==> config.mk <==
export PLATFORM = sky130hd
export DESIGN_NAME = ext_int_plic
export DESIGN_NICKNAME = d
export VERILOG_FILES = /design/src/rtl/xt_int_pkg.sv /design/src/rtl/int_prio_arbiter.sv /design/src/rtl/ext_int_plic.sv
export SDC_FILE = /design/constraint.sdc
export NUM_CORES = 1
export LEC_CHECK = 0
export CAP_MARGIN = 15
export CORE_MARGIN = 1.5
export CORE_UTILIZATION = 57
export CTS_BUF_LIST = sky130_fd_sc_hd__clkbuf_4 sky130_fd_sc_hd__clkbuf_8
export DETAILED_ROUTE_END_ITERATION = 6
export PLACE_DENSITY_LB_ADDON = 0.1
export SETUP_SLACK_MARGIN = 0.3
export SLEW_MARGIN = 10
export SYNTH_ARGS = -nofsm -noshare
export SYNTH_HDL_FRONTEND = slang
export SYNTH_HIERARCHICAL = 1
export SYNTH_SLANG_ARGS = --single-unit
export TNS_END_PERCENT = 30
==> constraint.sdc <==
create_clock -name hb_clk -period 10.89 [get_ports hb_clk]
set_clock_uncertainty 0.2 [all_clocks]
set_input_delay 2.178 -clock hb_clk [delete_from_list [all_inputs] [get_ports hb_clk]]
set_output_delay 2.178 -clock hb_clk [all_outputs]
set_load 0.01 [all_outputs]
==> src/rtl/xt_int_pkg.sv <==
`default_nettype none
// ============================================================================
// Package  : xt_int_pkg
// Purpose  : Shared types and register offsets for the XT-bus external
//            interrupt controller (ext_int_plic).
// Revision : 1.0 - initial parametrised release
// ============================================================================
package xt_int_pkg;

   // Default offset added to the winning source index on mextern_int_id
   localparam int ID_BASE_DEFAULT = 16;

   // Register byte offsets; the controller decodes addr[7:2]
   localparam logic [7:0] OFF_ENABLE    = 8'h00;
   localparam logic [7:0] OFF_PENDING   = 8'h04;
   localparam logic [7:0] OFF_MODE      = 8'h08;
   localparam logic [7:0] OFF_THRESHOLD = 8'h0C;
   localparam logic [7:0] OFF_CLAIM     = 8'h10;
   localparam logic [7:0] OFF_PRIORITY  = 8'h40;

   // XT bus request as seen by a slave
   typedef struct packed {
      logic [31:0] waddr;
      logic [31:0] wdata;
      logic [31:0] raddr;
   } hb_slave_t;

   // Per-slave access strobes
   typedef struct packed {
      logic wen;
      logic ren;
   } sel_t;

endpackage
`default_nettype wire

==> src/rtl/int_prio_arbiter.sv <==
`default_nettype none
// ============================================================================
// Module   : int_prio_arbiter
// Purpose  : Combinational priority arbiter. Picks the eligible source with
//            the highest priority; ties resolve to the lower index.
// Revision : 1.0 - initial parametrised release
// ============================================================================
module int_prio_arbiter #(
   parameter  int INT_NUM   = 32,
   parameter  int PRIO_BITS = 3,
   localparam int IDX_W     = (INT_NUM > 1) ? $clog2(INT_NUM) : 1
) (
   input  logic [INT_NUM-1:0]                eligible,
   input  logic [INT_NUM-1:0][PRIO_BITS-1:0] prios,
   output logic                              valid,
   output logic [IDX_W-1:0]                  idx,
   output logic [PRIO_BITS-1:0]              prio
);

   // Heap-ordered binary tree: node n has children 2n+1 (lower indices)
   // and 2n+2 (higher indices); leaves padded to a power of two.
   localparam int LEAVES = 1 << $clog2(INT_NUM);
   localparam int NODES  = 2 * LEAVES - 1;

   logic                 n_valid [NODES];
   logic [IDX_W-1:0]     n_idx   [NODES];
   logic [PRIO_BITS-1:0] n_prio  [NODES];

   // Reduce leaves to root; the left child wins on equal priority
   always_comb begin
      for (int n = 0; n < NODES; n++) begin
         n_valid[n] = 1'b0;
         n_idx[n]   = '0;
         n_prio[n]  = '0;
      end
      for (int i = 0; i < INT_NUM; i++) begin
         n_valid[LEAVES-1+i] = eligible[i];
         n_idx[LEAVES-1+i]   = IDX_W'(i);
         n_prio[LEAVES-1+i]  = prios[i];
      end
      for (int n = LEAVES - 2; n >= 0; n--) begin
         if (n_valid[2*n+1] && (!n_valid[2*n+2] || (n_prio[2*n+1] >= n_prio[2*n+2]))) begin
            n_valid[n] = n_valid[2*n+1];
            n_idx[n]   = n_idx[2*n+1];
            n_prio[n]  = n_prio[2*n+1];
         end else begin
            n_valid[n] = n_valid[2*n+2];
            n_idx[n]   = n_idx[2*n+2];
            n_prio[n]  = n_prio[2*n+2];
         end
      end
   end

   assign valid = n_valid[0];
   assign idx   = n_idx[0];
   assign prio  = n_prio[0];

endmodule
`default_nettype wire

==> src/rtl/ext_int_plic.sv <==
`default_nettype none
// ============================================================================
// Module   : ext_int_plic
// Purpose  : External interrupt controller on the XT bus. Level/edge
//            gateways, threshold-masked priority arbitration and a
//            claim/complete handshake driving the core's machine external
//            interrupt.
// Revision : 1.0 - initial parametrised release
// ============================================================================
module ext_int_plic
   import xt_int_pkg::*;
#(
   parameter int INT_NUM   = 32,
   parameter int PRIO_BITS = 3,
   parameter int ID_BASE   = ID_BASE_DEFAULT
) (
   input  logic               hb_clk,
   input  logic               rst_n,
   input  hb_slave_t          xt_hb,
   input  sel_t               sel,
   output logic [31:0]        rdata,
   input  logic [INT_NUM-1:0] irq_source,
   output logic [30:0]        mextern_int_id,
   output logic               mextern_int
);

   localparam int IDX_W = (INT_NUM > 1) ? $clog2(INT_NUM) : 1;
   typedef logic [PRIO_BITS-1:0] int_prio_t;

   localparam logic [5:0] W_ENABLE  = OFF_ENABLE[7:2];
   localparam logic [5:0] W_PENDING = OFF_PENDING[7:2];
   localparam logic [5:0] W_MODE    = OFF_MODE[7:2];
   localparam logic [5:0] W_THRESH  = OFF_THRESHOLD[7:2];
   localparam logic [5:0] W_CLAIM   = OFF_CLAIM[7:2];
   localparam logic [5:0] W_PRIO    = OFF_PRIORITY[7:2];
   localparam logic [6:0] NUM7      = 7'(INT_NUM);

   logic [INT_NUM-1:0] enable, mode, pending, in_service, irq_q;
   int_prio_t          threshold;
   int_prio_t          prio [INT_NUM];
   logic               best_valid;
   logic [IDX_W-1:0]   best_idx;

   logic [INT_NUM-1:0] edge_set, claim_vec, complete_vec, w1c_vec, pending_nxt, eligible;
   logic [INT_NUM-1:0][PRIO_BITS-1:0] prio_vec;
   logic               arb_valid;
   logic [IDX_W-1:0]   arb_idx;
   int_prio_t          arb_prio;
   logic [31:0]        rd_val, claim_id;

   // Bus decode
   logic [5:0] wword, rword, wpidx, rpidx;
   logic       wr_enable, wr_pending, wr_mode, wr_thresh, wr_claim, claim_hit;
   logic       wr_prio_range, rd_prio_range;
   logic       unused_addr_bits;

   assign wword         = xt_hb.waddr[7:2];
   assign rword         = xt_hb.raddr[7:2];
   assign wpidx         = wword - W_PRIO;
   assign rpidx         = rword - W_PRIO;
   assign wr_enable     = sel.wen && (wword == W_ENABLE);
   assign wr_pending    = sel.wen && (wword == W_PENDING);
   assign wr_mode       = sel.wen && (wword == W_MODE);
   assign wr_thresh     = sel.wen && (wword == W_THRESH);
   assign wr_claim      = sel.wen && (wword == W_CLAIM);
   assign claim_hit     = sel.ren && (rword == W_CLAIM) && best_valid;
   assign wr_prio_range = sel.wen && (wword >= W_PRIO) && ({1'b0, wpidx} < NUM7);
   assign rd_prio_range = (rword >= W_PRIO) && ({1'b0, rpidx} < NUM7);
   assign unused_addr_bits = ^{xt_hb.waddr[31:8], xt_hb.waddr[1:0],
                               xt_hb.raddr[31:8], xt_hb.raddr[1:0]};

   // Per-source gateway: edge/level capture, claim and W1C clearing
   for (genvar i = 0; i < INT_NUM; i++) begin : g_source
      assign edge_set[i]     = irq_source[i] & ~irq_q[i];
      assign claim_vec[i]    = claim_hit && (best_idx == IDX_W'(i));
      assign complete_vec[i] = wr_claim && (xt_hb.wdata == 32'(i + 1));
      assign w1c_vec[i]      = wr_pending & xt_hb.wdata[i];
      // A fresh edge beats any clear in the same cycle; level sources are
      // masked while in service so they cannot re-fire until completed.
      assign pending_nxt[i]  = mode[i]
                             ? (edge_set[i] | (pending[i] & ~(claim_vec[i] | w1c_vec[i])))
                             : (irq_source[i] & ~in_service[i]);
      assign eligible[i]     = pending[i] & enable[i] & ~in_service[i] & (prio[i] > threshold);
      assign prio_vec[i]     = prio[i];
   end

   int_prio_arbiter #(
      .INT_NUM   (INT_NUM),
      .PRIO_BITS (PRIO_BITS)
   ) u_arbiter (
      .eligible (eligible),
      .prios    (prio_vec),
      .valid    (arb_valid),
      .idx      (arb_idx),
      .prio     (arb_prio)
   );

   assign claim_id = {{(32-IDX_W){1'b0}}, best_idx} + 32'd1;

   // Read data mux; unmapped offsets return 0
   always_comb begin
      rd_val = '0;
      case (rword)
         W_ENABLE:  rd_val[INT_NUM-1:0]   = enable;
         W_PENDING: rd_val[INT_NUM-1:0]   = pending;
         W_MODE:    rd_val[INT_NUM-1:0]   = mode;
         W_THRESH:  rd_val[PRIO_BITS-1:0] = threshold;
         W_CLAIM:   if (best_valid) rd_val = claim_id;
         default: begin
            for (int i = 0; i < INT_NUM; i++)
               if (rd_prio_range && (rpidx == 6'(i))) rd_val[PRIO_BITS-1:0] = prio[i];
         end
      endcase
   end

   // Software-visible configuration registers
   always_ff @(posedge hb_clk or negedge rst_n) begin
      if (!rst_n) begin
         enable    <= '0;
         mode      <= '0;
         threshold <= '0;
         for (int i = 0; i < INT_NUM; i++) prio[i] <= int_prio_t'(1);
      end else begin
         if (wr_enable) enable    <= xt_hb.wdata[INT_NUM-1:0];
         if (wr_mode)   mode      <= xt_hb.wdata[INT_NUM-1:0];
         if (wr_thresh) threshold <= xt_hb.wdata[PRIO_BITS-1:0];
         for (int i = 0; i < INT_NUM; i++)
            if (wr_prio_range && (wpidx == 6'(i))) prio[i] <= xt_hb.wdata[PRIO_BITS-1:0];
      end
   end

   // Source capture and claim/complete state; complete overrides claim
   always_ff @(posedge hb_clk or negedge rst_n) begin
      if (!rst_n) begin
         irq_q      <= '0;
         pending    <= '0;
         in_service <= '0;
      end else begin
         irq_q      <= irq_source;
         pending    <= pending_nxt;
         in_service <= (in_service | claim_vec) & ~complete_vec;
      end
   end

   // Registered arbiter result and registered read data
   always_ff @(posedge hb_clk or negedge rst_n) begin
      if (!rst_n) begin
         best_valid <= 1'b0;
         best_idx   <= '0;
         rdata      <= '0;
      end else begin
         best_valid <= arb_valid && (arb_prio > threshold);
         best_idx   <= arb_idx;
         if (sel.ren) rdata <= rd_val;
      end
   end

   assign mextern_int    = best_valid;
   assign mextern_int_id = 31'(ID_BASE) + {{(31-IDX_W){1'b0}}, best_idx};

endmodule
`default_nettype wire

==> results.yml <==
outcome:
  status: "finished with violations"
  violations: "design-rule violations"
min_path:
  hold_path_class: "register to register"
  hp-start: "rdata[8]"
  hold_end: "rdata[8]"
  min_path_cells: 1
timing:
  fin_crit_sh: 0.882
  grt_setup_unrepaired: "no"
  fin_setup_tns_ps: 0
  finalHoldViolCount: 0
  worst_slack_ps: 1290
  fmax_ghz: 0.104
  slew_viol_final: 0
  fin_crit_ps: 9600
  finalSetupViolCount: 0
  max-slew-margin-rel: 0.156
  hold_ws_ps: 282
  tightest_slew_ps: 1260
placed_design:
  io_buffer_count: 118
  dp_hpwl_mm: 48.2
  place_congestion: 0.942
  postPlaceCellArea_um2: 22200
  dp_cells: 2683
  pre_cts_ws_ps: 1540
worst_setup_path:
  required_ps: 11260
  cp-end-kind: "register"
  rr_startpoint: "threshold[1]"
  crit_path_frequent_cell: "ha_1"
  arrival_ps: 9970
  reg2reg_to: "mextern_int"
  r2r_cells: 36
  worst-r2r-setup-slack_ps: 1290
  crit_fanout: 21
  max_stage_delay_ps: 600
  start_kind: "register"
  path_class: "register to register"
  crit_slowest_cell: "nor4_1"
synth:
  synth_edf_count: 0
  yosysUniqueCellTypes: 89
  synth_ff_type: "dfrtp_1"
  syn_area_per_cell_um2: 9.60
  ys_ff_latch: 297
  async_reset_ff_frac: 1.00
  syn_area_um2: 20700
  yosys_warnings: 6
  ys_seq_area_frac: 0.361
  synthCells: 2159
power:
  peakVddDrop_mv: 0.0886
  p_leak_uw: 0.0111
  power_frac_comb: 0.261
  p_switching_uw: 1080
  power_frac_clock: 0.343
  p_int_uw: 2250
  p_sw_frac: 0.325
  p_per_area_nw_per_um2: 142
  p_seq_frac: 0.395
grt:
  first_global_vias: 17206
  grt_pass1_wl_mm: 101
  overflow: 0
  grt_use_total: 0.351
  antenna_found_initial: 0
  grt_max_degree: 80
clocking:
  cts_buffer_depth: 3
  cts_tree: "done"
  cts_max_level: 2
  numCtsBuffers: 51
  clk_pin_slew_ps: 60
  clock_sinks: 297
  post_cts.repair.setup_buffers: 0
  cts_root_buf: "clkbuf_8"
  cts_hold_buf: 0
  cts.repair.resized: 0
  insertion_delay_ps: 650
detailed_routing:
  dr_wl_met2_mm: 29.2
  post_drt_via_cell_ratio: 6.29
  finalWirelength_mm: 65.9
  postRouteAntennaNets: 0
  met1Wirelength_mm: 29.8
  wl_met3_mm: 4.79
  top_layer: "met4"
  drcViolationCount: 20
  drt_iter0_drc: 1483
  via_count: 17481
  first_pass_iters: 7
  drt-wirelength-per-cell_um: 23.7
floorplanning:
  core_um2: 35700
  num_rows: 69
  start_util: 0.581
  fp.dieH_um: 194
  fp.dieArea_um2: 37500
  die_w_um: 194
  io_pins: 196
layout:
  final_net_count: 2612
  fillerInstances: 2914
  final_area_um2: 23400
  finalNonFillerCells: 2777
  area_growth_syn_to_layout_pct: 12.9
  diodes: 0
  post_route_cells_drive_above_1_share: 0.162
job:
  drv_cap: 0
[worst max path at each step]
stage                 start     endpoint  slack, ps  depth (start not counted)
6_report       threshold[1]  mextern_int       1290                         36
5_1_grt        threshold[1]  mextern_int        790                         41
4_1_cts        threshold[1]  mextern_int       1480                         40
3_5_place_dp   threshold[1]  mextern_int       1540                         40
3_3_place_gp   threshold[1]  mextern_int       1780                         37
2_1_floorplan  threshold[2]  mextern_int       2290                         39
[placed cells by master (no fill, tap or decap), drive strengths merged, types with 70 or more instances in the layout]
master / Yosys / routed
clkbuf: 42 / 91
a21oi: 134 / 134
inv: 256 / 258
nand2: 185 / 185
ha: 205 / 205
mux2i: 135 / 135
o21ai: 70 / 70
dfrtp: 265 / 265
nor2: 124 / 124
mux2: 172 / 172
clkdlybuf4s50: 0 / 114
[per-layer routing]
layer | track usage | vias up
met5 | 0 | -
met4 | 0.133 | 0
met1 | 0.508 | 8661
met2 | 0.535 | 781
li1 | - | 7900
met3 | 0.0477 | 139
[stage by stage]
step	total power, µW	utilization
after CTS	3330	0.656
after global routing	3490	0.656
after global placement	2140	0.623
final	3330	0.656
after detailed placement	2180	0.623
after floorplan	1870	-
[sequential cells by signal, indices dropped and copies added, names as in the netlist]
signal,cells
enable,32
in_service,32
best_idx,5
threshold,3
prio,96
rdata,32
pending,32
irq_q,32
mextern_int,1
mode,32
[area by class of cell]
cell class / count / area [µm²] / area share
clock inverters: 3 / 55.1 / 0.00235
flip-flops and latches: 297 / 7470 / 0.319
multi-input cells: 1525 / 11800 / 0.506
clock buffers: 91 / 1110 / 0.0476
repair buffers: 143 / 1370 / 0.0587
inverters: 257 / 965 / 0.0412
well taps: 461 / 577 / 0.0247
[worst max-delay path: cells and delay by family (launching register included)]
kind                       cells  cell delay (ps)
AOI/OAI and AO/OA             11             2670
adders and majority gates      6             1750
buffers and inverters          3              520
DFF                            1              390
muxes                          5             1780
and+or+nand+nor               11             2200
[power by group through the flow]
stage / logic (µW) / registers, µW / clock network [µW]
2_1_floorplan: 581 / 1290 / 0
6_report: 870 / 1320 / 1140
4_1_cts: 857 / 1310 / 1160
5_1_grt: 960 / 1330 / 1210
3_3_place_gp: 819 / 1330 / 0
3_5_place_dp: 853 / 1330 / 0
[synthesized netlist by cell type (all sizes together) (5+ instances only)]
cell / instances / area, µm²
inv: 256 / 961
a211oi: 16 / 150
nor2b: 19 / 119
nand3: 46 / 230
a221oi: 7 / 61.3
and2: 6 / 37.5
a2bb2oi: 10 / 87.6
o21ai: 70 / 380
clkbuf: 42 / 158
nand3b: 16 / 120
nand2b: 23 / 151
o22ai: 7 / 43.8
mux2i: 135 / 1380
a31oi: 10 / 62.6
or3: 6 / 37.5
a32o: 7 / 70.1
dfstp: 32 / 841
a32oi: 25 / 219
nand4: 6 / 37.5
and4: 5 / 43.8
a21o: 46 / 345
nor3: 14 / 86.3
o211ai: 6 / 45.0
a22o: 9 / 78.8
and3: 38 / 238
ha: 205 / 2560
dfrtp: 265 / 6630
nor2: 124 / 490
o221ai: 9 / 78.8
mux2: 172 / 1950
nor4: 46 / 294
buf: 62 / 384
mux4: 7 / 158
a21oi: 134 / 674
nand2: 185 / 694
o2bb2ai: 28 / 245
a22oi: 5 / 37.5
[cells by family after synthesis]
| group | after synthesis | share of synthesized area |
|---|---|---|
| XOR/XNOR | 2 | 0.000846 |
| AO/OA/AOI/OAI | 422 | 0.140 |
| adder cells (fa/ha/maj) | 205 | 0.124 |
| other | 1 | 0.000181 |
| AND/OR/NAND/NOR | 557 | 0.134 |
| multiplexers | 314 | 0.168 |
| flip-flops | 297 | 0.361 |
| buffers and inverters | 361 | 0.0727 |
Note: power is estimated with default switching activity, not from simulation.
